==> src/rtl/host_mem_port_pkg.sv <==
// Shared definitions for the host memory port: data memory geometry and
// the engine's FSM state encoding.
package host_mem_port_pkg;

    localparam int DMEM_ADDR_W = 8;
    localparam int DMEM_DATA_W = 64;
    localparam int DMEM_DEPTH  = 256;

    // IDLE is encoded as zero so the debug state output reads 0 in reset.
    typedef enum logic [1:0] {
        ST_IDLE  = 2'd0,
        ST_WRITE = 2'd1,
        ST_READ  = 2'd2,
        ST_FLUSH = 2'd3
    } hmp_state_t;

endpackage

==> src/rtl/host_rd_skid_fifo.sv <==
// Two-entry skid FIFO that absorbs read-port data while the host applies
// backpressure. Occupancy is exported so the issue logic can limit the
// number of reads in flight.
module host_rd_skid_fifo
    import host_mem_port_pkg::*;
#(
    parameter int DATA_W = DMEM_DATA_W
) (
    input  logic              clk,
    input  logic              rst_n,
    input  logic              i_push,
    input  logic [DATA_W-1:0] i_push_data,
    input  logic              i_pop,
    output logic              o_valid,
    output logic [DATA_W-1:0] o_head,
    output logic [1:0]        o_count
);

    logic [DATA_W-1:0] r_mem [2];
    logic              r_rd_ptr;
    logic              r_wr_ptr;
    logic [1:0]        r_count;
    logic              w_do_push;
    logic              w_do_pop;

    // A pop frees its slot in the same cycle, so a full FIFO may still
    // accept a push when the head is leaving.
    assign w_do_pop  = i_pop && (r_count != 2'd0);
    assign w_do_push = i_push && ((r_count != 2'd2) || w_do_pop);

    // Storage, pointers and occupancy; simultaneous push/pop keeps the count.
    always_ff @(posedge clk or negedge rst_n) begin
        if (!rst_n) begin
            r_mem[0] <= '0;
            r_mem[1] <= '0;
            r_rd_ptr <= 1'b0;
            r_wr_ptr <= 1'b0;
            r_count  <= 2'd0;
        end else begin
            if (w_do_push) begin
                r_mem[r_wr_ptr] <= i_push_data;
                r_wr_ptr        <= ~r_wr_ptr;
            end
            if (w_do_pop) begin
                r_rd_ptr <= ~r_rd_ptr;
            end
            case ({w_do_push, w_do_pop})
                2'b10:   r_count <= r_count + 2'd1;
                2'b01:   r_count <= r_count - 2'd1;
                default: r_count <= r_count;
            endcase
        end
    end

    assign o_valid = (r_count != 2'd0);
    assign o_head  = o_valid ? r_mem[r_rd_ptr] : '0;
    assign o_count = r_count;

endmodule

==> src/rtl/host_mem_port.sv <==
// Host-side engine for the data memory: converts host write bursts into
// memory word writes and host read bursts into pipelined reads on port B,
// streaming results back through a skid FIFO with valid/ready flow control.
//
// Handshakes: every channel transfers on a cycle where valid and ready are
// both high at the rising edge; valid never waits on ready, and once the
// engine raises a ready it does not depend on the matching valid.
module host_mem_port
    import host_mem_port_pkg::*;
#(
    parameter int ADDR_W = DMEM_ADDR_W,
    parameter int DATA_W = DMEM_DATA_W,
    parameter int LEN_W  = 9
) (
    input  logic              clk,
    input  logic              rst_n,
    input  logic              gpu_busy,
    input  logic              cmd_valid,
    output logic              cmd_ready,
    input  logic              cmd_write,
    input  logic [ADDR_W-1:0] cmd_addr,
    input  logic [LEN_W-1:0]  cmd_len,
    input  logic              wdata_valid,
    output logic              wdata_ready,
    input  logic [DATA_W-1:0] wdata,
    output logic              rdata_valid,
    input  logic              rdata_ready,
    output logic [DATA_W-1:0] rdata,
    output logic              rdata_last,
    output logic              mem_wr_en,
    output logic [ADDR_W-1:0] mem_wr_addr,
    output logic [DATA_W-1:0] mem_wr_data,
    output logic              mem_rd_en,
    output logic [ADDR_W-1:0] mem_rd_addr,
    input  logic [DATA_W-1:0] mem_rd_data,
    output logic              done,
    output logic              collision,
    output logic [1:0]        o_dbg_state
);

    hmp_state_t        r_state;
    hmp_state_t        w_next_state;
    logic              r_run;
    logic [ADDR_W-1:0] r_cur_addr;
    logic [LEN_W-1:0]  r_remaining;
    logic              r_wr_en;
    logic [ADDR_W-1:0] r_wr_addr;
    logic [DATA_W-1:0] r_wr_data;
    logic              r_inflight;
    logic              r_done;
    logic              r_collision;
    logic              r_busy_d;

    logic              w_cmd_fire;
    logic              w_wbeat;
    logic              w_rd_issue;
    logic              w_pop;
    logic              w_last_beat;
    logic              w_rem_one;
    logic              w_fifo_valid;
    logic [DATA_W-1:0] w_fifo_head;
    logic [1:0]        w_fifo_count;
    logic [2:0]        w_slots_used;

    assign w_cmd_fire = cmd_valid & cmd_ready;
    assign w_wbeat    = wdata_valid & wdata_ready;
    assign w_pop      = w_fifo_valid & rdata_ready;
    assign w_rem_one  = (r_remaining == LEN_W'(1));

    // Slots committed after this cycle's pop: reads are only issued when the
    // returning word is guaranteed a FIFO entry, which still allows one beat
    // per cycle when the host keeps up.
    assign w_slots_used = {1'b0, w_fifo_count} + {2'b00, r_inflight} - {2'b00, w_pop};

    // The final beat is the only word left once issue has finished.
    assign w_last_beat = (r_state == ST_FLUSH) && (w_fifo_count == 2'd1) && !r_inflight;

    // FSM state register.
    always_ff @(posedge clk or negedge rst_n) begin
        if (!rst_n) begin
            r_state <= ST_IDLE;
        end else begin
            r_state <= w_next_state;
        end
    end

    // Next-state decode plus the handshake readies and read-issue strobe.
    always_comb begin
        w_next_state = r_state;
        cmd_ready    = 1'b0;
        wdata_ready  = 1'b0;
        w_rd_issue   = 1'b0;
        case (r_state)
            ST_IDLE: begin
                // r_run holds cmd_ready low while reset is asserted.
                cmd_ready = r_run & ~gpu_busy;
                if (cmd_valid && cmd_ready && (cmd_len != '0)) begin
                    w_next_state = cmd_write ? ST_WRITE : ST_READ;
                end
            end
            ST_WRITE: begin
                wdata_ready = (r_remaining != '0);
                if (wdata_valid && wdata_ready && w_rem_one) begin
                    w_next_state = ST_IDLE;
                end
            end
            ST_READ: begin
                w_rd_issue = (r_remaining != '0) && (w_slots_used < 3'd2);
                if (w_rd_issue && w_rem_one) begin
                    w_next_state = ST_FLUSH;
                end
            end
            ST_FLUSH: begin
                if (w_pop && w_last_beat) begin
                    w_next_state = ST_IDLE;
                end
            end
            default: w_next_state = ST_IDLE;
        endcase
    end

    // Burst address/length tracking, registered write port, completion and collision flags.
    always_ff @(posedge clk or negedge rst_n) begin
        if (!rst_n) begin
            r_run       <= 1'b0;
            r_cur_addr  <= '0;
            r_remaining <= '0;
            r_wr_en     <= 1'b0;
            r_wr_addr   <= '0;
            r_wr_data   <= '0;
            r_inflight  <= 1'b0;
            r_done      <= 1'b0;
            r_collision <= 1'b0;
            r_busy_d    <= 1'b0;
        end else begin
            r_run      <= 1'b1;
            r_busy_d   <= gpu_busy;
            r_done     <= 1'b0;
            r_wr_en    <= 1'b0;
            r_inflight <= w_rd_issue;
            if (w_cmd_fire) begin
                r_cur_addr  <= cmd_addr;
                r_remaining <= cmd_len;
                r_collision <= 1'b0;
                r_done      <= (cmd_len == '0);
            end else if (gpu_busy && !r_busy_d && (r_state != ST_IDLE)) begin
                r_collision <= 1'b1;
            end
            if (w_wbeat) begin
                r_wr_en     <= 1'b1;
                r_wr_addr   <= r_cur_addr;
                r_wr_data   <= wdata;
                r_cur_addr  <= r_cur_addr + ADDR_W'(1);
                r_remaining <= r_remaining - LEN_W'(1);
                r_done      <= w_rem_one;
            end
            if (w_rd_issue) begin
                r_cur_addr  <= r_cur_addr + ADDR_W'(1);
                r_remaining <= r_remaining - LEN_W'(1);
            end
        end
    end

    host_rd_skid_fifo #(
        .DATA_W (DATA_W)
    ) u_skid (
        .clk         (clk),
        .rst_n       (rst_n),
        .i_push      (r_inflight),
        .i_push_data (mem_rd_data),
        .i_pop       (w_pop),
        .o_valid     (w_fifo_valid),
        .o_head      (w_fifo_head),
        .o_count     (w_fifo_count)
    );

    assign mem_wr_en   = r_wr_en;
    assign mem_wr_addr = r_wr_addr;
    assign mem_wr_data = r_wr_data;
    assign mem_rd_en   = w_rd_issue;
    assign mem_rd_addr = w_rd_issue ? r_cur_addr : '0;
    assign rdata_valid = w_fifo_valid;
    assign rdata       = w_fifo_head;
    assign rdata_last  = w_fifo_valid & w_last_beat;
    assign done        = r_done | (w_pop & w_last_beat);
    assign collision   = r_collision;
    assign o_dbg_state = r_state;

endmodule

==> config.mk <==
export PLATFORM = sky130hd
export DESIGN_NAME = host_mem_port
export DESIGN_NICKNAME = d
export VERILOG_FILES = /design/src/rtl/host_mem_port_pkg.sv /design/src/rtl/host_rd_skid_fifo.sv /design/src/rtl/host_mem_port.sv
export SDC_FILE = /design/constraint.sdc
export NUM_CORES = 1
export LEC_CHECK = 0
export ABC_AREA = 1
export CAP_MARGIN = 10
export CORE_MARGIN = 2
export CORE_UTILIZATION = 40
export DETAILED_ROUTE_END_ITERATION = 8
export HOLD_SLACK_MARGIN = 0.15
export PLACE_DENSITY_LB_ADDON = 0.12
export RECOVER_POWER = 25
export SYNTH_ARGS = -nofsm -noshare
export SYNTH_HDL_FRONTEND = slang
export SYNTH_HIERARCHICAL = 1
export SYNTH_SLANG_ARGS = --single-unit
==> constraint.sdc <==
create_clock -name clk -period 5.7 [get_ports clk]
set_clock_uncertainty 0.15 [all_clocks]
set_input_delay 1.71 -clock clk [delete_from_list [all_inputs] [get_ports clk]]
set_output_delay 1.71 -clock clk [all_outputs]
set_load 0.05 [all_outputs]
* Yosys cells after proc, flatten, opt, wreduce, memory -nomap -nowiden *
Cells that the tools add are included.
Widths: inputs -> output; s select.

storage, ports and cells
  output and inout port bits = 154
  logic and storage cells = 106
  register bits after elaboration = 229
  bits of input ports = 152

operators by class
  reductions and logical operators = 27
  bitwise gates (word level) = 12
  $lt $le $gt $ge = 4
  multiplexer cells = 29
  add/sub/neg operators = 6
  equal/unequal tests = 12

operators with widths
  cell                 count
  $mux 64              5
  $bwmux 128           1
  $demux 64 s1         1
  $mux 8               4
  $mux 9               3
  $reduce_bool 9->1    2
  $logic_and 1x1->1    14
  $mux 2               5
  $eq 9x1->1 const B   1
  $logic_not 9->1      1
  $sub 9x1->9 const B  1
  $add 8x1->8 const B  1
  $mux 1               8
  $ne 2x2->1 const B   4
  $pmux 2 s4           1
  $reduce_bool 2->1    4
  $and 1x1->1          6
  $eq 2x1->1 const B   3
  $eq 2x2->1 const B   3
  $ge 2x2->1 const B   2
  $not 1->2            2
  $pmux 2 s2           1
  $reduce_and 4->1     1
  $add 2x1->3          1
  12 further kinds     15

* Longest topological paths before layout *
  depth after elaboration = 8
  mapped depth = 15
  depth with buffers taken out = 14

* Hierarchy *
The synthesis kept the hierarchy.

by module, submodules not included
  module             sequential area each (µm²)  cells an instance  area an instance (µm²)  instances
  host_rd_skid_fifo  3303.2                      810                6442.4                  1
  host_mem_port      2427.3                      532                4399.2                  1

* Worst setup path before layout *
No wires, ideal clock.

  kind = input port to output port
  start point = input rdata_ready
  end point = output mem_rd_addr[0]
  data arrival time = 4080 ps
  slack = -240 ps
  path buffers = 1
  required time = 3840 ps
  cell stages on the path = 10
  cell sequence = nand2_1 inv_1 ha_1 or2_2 fa_1 xor2_1 nor2_1 nand3_2 buf_2 nor2_1

on the way
  word-level cells in the longest chain between the ends = 6

ends and longest elaborated chain
  what               line                  RTL
  from (decl)        host_mem_port.sv:27   input logic rdata_ready,
  $and 1x1->1        host_mem_port.sv:67   assign w_pop = w_fifo_valid & rdata_ready;
  named net w_pop    host_mem_port.sv:57   logic w_pop;
  $sub 3x1->3        host_mem_port.sv:73   assign w_slots_used = {1'b0, w_fifo_count} + {2'b00, r_inflight} - {2'b00, w_pop};
  $lt 3x2->1         host_mem_port.sv:108  w_rd_issue = (r_remaining != '0) && (w_slots_used < 3'd2);
  $logic_and 1x1->1  host_mem_port.sv:108
  $mux 1             host_mem_port.sv:93   case (r_state)
  $mux 8             host_mem_port.sv:181  assign mem_rd_addr = w_rd_issue ? r_cur_addr : '0;
  to (decl)          host_mem_port.sv:34   output logic [ADDR_W-1:0] mem_rd_addr,

The timed path passes the listed nets, and every way through them passes these cells.

* Worst setup path in the final report *
Ends and elaborated chain as after synthesis.

==> results.json <==
{
  "synth-simple-area-share": 0.335,
  "synthArstFlopShare": 1.00,
  "critPathKind": "input port to output port",
  "post-place-ws_ns": -0.324,
  "slew_headroom": -0.725,
  "synth_mux_area_frac": 0,
  "cts_tree": "done",
  "slowest_stage": "fa_2",
  "crit_cells": 12,
  "root_buffer": "clkbuf_16",
  "drcViolationCount": 0,
  "synth-adder-area-share": 0.00762,
  "r2r_start": "u_skid/o_count[1]",
  "vias_per_cell": 5.06,
  "rows": 60,
  "grt_max_degree": 101,
  "ys_ff_latch": 229,
  "setup.worst_path.end": "mem_rd_addr[0]",
  "overflow": 0,
  "worst_pin_slew_ns": 2.59,
  "synth_ff_type": "dfrtp_1",
  "cts_sinks": 229,
  "hold_class": "flop to flop",
  "areaGrowthSynthToFinish_pct": 38.5,
  "yosysWarnings": 6,
  "setup_ws_ns": 0.0471,
  "p_leak_uw": 0.00721,
  "critPathMaxStageDelay_ns": 0.52,
  "grt_usage": 0.233,
  "ant_nets": 0,
  "htreeDepth": 1,
  "p_per_area_mw_per_mm2": 712,
  "endpoint_kind": "output port",
  "cts_hold_buffers": 0,
  "critPathMaxFanout": 5,
  "first_pass_iters": 5,
  "dr_total_vias": 9964,
  "synth_edf_count": 0,
  "drive_above_1_share": 0.0719,
  "rsz0062_at_grt": "true",
  "ff2ff_path_depth": 18,
  "r2r-end": "u_skid/r_mem[30]",
  "cts_buffers": 26,
  "cpMostUsedCell": "inv_1",
  "design.die.area_mm2": 0.0284,
  "final_cells": 1971,
  "run_status": "finished with violations",
  "synth_xor_xnor_area_share": 0.0113,
  "die_w_um": 169,
  "cts.path.max_buffers": 3,
  "synth_nets": 1500,
  "die_y_um": 169,
  "crit_path_start_kind": "input port",
  "grt_pass1_vias": 9783,
  "required_ns": 3.84,
  "power.total_uw": 10700,
  "start_util": 0.405,
  "peakVddDrop_mv": 0.386,
  "drtIter0Drc": 833,
  "min_period_ns": 5.65,
  "coreArea_mm2": 0.0268,
  "violations": "capacitance limit, slew limit",
  "seq_area_frac_synth": 0.529,
  "grt_pass1_wl_um": 53000,
  "rrSetupSlack_ns": 2.25,
  "wl_per_cell_um": 17.1,
  "antenna_found_initial": 4,
  "nets": 1768,
  "final_cell_mix": "651 x nand2_1, 293 x clkdlybuf4s50_1, 226 x dfrtp_1",
  "dp_hpwl_um": 21400,
  "hold_violations": 0,
  "fmax_ghz": 0.177,
  "portBuffers": 305,
  "clk_pin_slew_ns": 0.06,
  "crit_buf_inv": 5,
  "syn_area_mm2": 0.0108,
  "worstPathCellList": "buf_2 > nand2_1 > inv_1 > ha_1 > or2_4 > fa_2 > inv_1 > nor2_2 > nand3_2 > buf_6 > nor2_4 > buf_12",
  "slew_violations": 101,
  "layout_commonest_cell": "nand2_1",
  "placedCellCount": 1912,
  "gp_congestion": 0.797,
  "synthesis.area_per_instance_um2": 8.08,
  "insertion_delay_ns": 0.52,
  "maxCapViolations": 1,
  "crit_arrival_ns": 3.79,
  "synth_compound_area_frac": 0.0460,
  "io_pins": 306,
  "critPathTopFamily": "adder cells",
  "synth_top_family_by_area": "simple AND/OR/NAND/NOR gates",
  "postSynthCellCount": 1342,
  "fin_crit_sh": 0.992,
  "drt-total-wl_um": 33700,
  "setup_viol": 0,
  "crit_start": "rdata_ready",
  "synth.distinct_cells": 35
}
-- worst min-delay path, cell delays in order (launching register included) --
cell     delay [ns]
dfrtp_1        0.34
nand2_1        0.05
nand2_1        0.04
-- layer usage --
metal,global-route usage,vias to the layer above,part of all wire
li1,-,4868,-
met1,0.300,4700,0.41
met2,0.382,345,0.48
met3,0.0732,47,0.089
met4,0.0630,4,0.022
met5,0,-,0.00080
-- per-stage QoR --
stage / utilization / setup TNS, ns / hold WS [ns] / cell area [um2]
5_1_grt: 0.560 / -0.0284 / 0.338 / 15000
3_3_place_gp: 0.524 / -2.35 / 0.303 / 14000
6_report: 0.560 / 0 / 0.319 / 15000
3_5_place_dp: 0.524 / -2.85 / 0.308 / 14000
4_1_cts: 0.561 / 0 / 0.323 / 15000
2_1_floorplan: - / -0.372 / 0.292 / 10900
-- state kept, by name (all words and copies together), names as in the netlist --
| name | count |
|---|---|
| collision | 1 |
| mem_wr_addr | 8 |
| mem_wr_data | 64 |
| mem_wr_en | 1 |
| o_dbg_state | 2 |
| r_busy_d | 1 |
| r_cur_addr | 8 |
| r_done | 1 |
| r_inflight | 1 |
| r_remaining | 9 |
| r_run | 1 |
| u_skid/o_count | 2 |
| u_skid/r_mem | 128 |
| u_skid/r_rd_ptr | 1 |
| u_skid/r_wr_ptr | 1 |
-- synth_stat cells, types with 5 or more instances --
| library cell | instances | share of area |
|---|---|---|
| nand3_1 | 22 | 0.010 |
| inv_1 | 40 | 0.014 |
| clkbuf_1 | 15 | 0.0052 |
| buf_6 | 14 | 0.015 |
| dfrtp_1 | 229 | 0.53 |
| o21ai_0 | 15 | 0.0069 |
| buf_2 | 50 | 0.023 |
| ha_1 | 5 | 0.0058 |
| a21oi_1 | 70 | 0.032 |
| nand4_1 | 130 | 0.075 |
| nand2_1 | 651 | 0.23 |
| buf_4 | 20 | 0.014 |
| nor2_1 | 34 | 0.012 |
| xor2_1 | 10 | 0.0081 |
-- cells by family after synthesis --
family                   Yosys count
flip-flops                       229
XOR/XNOR                          14
buffers and inverters            142
AO/OA/AOI/OAI                     96
AND/OR/NAND/NOR                  854
other                              1
adder cells (fa/ha/maj)            6
-- cell type report --
class | instances | area (um2)
flip-flops and latches | 229 | 5740
clock buffers | 37 | 753
repair buffers | 339 | 3410
clock inverters | 9 | 100
diodes | 2 | 5.00
fillers | 2517 | 11800
multi-input cells | 971 | 4420
inverters | 43 | 161
well taps | 341 | 427
-- report_power, final --
part | internal (uW) | switching (uW)
clock network | 1010 | 664
registers | 2400 | 517
logic | 1950 | 4160
-- timing repair --
item | 4_1_cts | 5_1_grt
buffers inserted | 10 | 1
cloned | 1 | 0
pin swaps | 6 | 4
gates resized for setup | 16 | 1
endpoints found under the setup margin | 9 | 8
-- worst min path at each step --
stage	depth (start not counted)	slack, ns	endpoint	startpoint
detailed placement	2	0.31	u_skid/r_mem[24]	u_skid/r_mem[24]
global placement	2	0.30	u_skid/r_mem[110]	u_skid/r_mem[110]
floorplan	2	0.29	u_skid/r_mem[60]	u_skid/r_mem[60]
global route	2	0.34	u_skid/r_mem[56]	u_skid/r_mem[56]
finish	2	0.32	u_skid/r_mem[10]	u_skid/r_mem[10]
CTS	2	0.32	u_skid/r_mem[23]	u_skid/r_mem[23]
(Power assumes the default switching activity.)
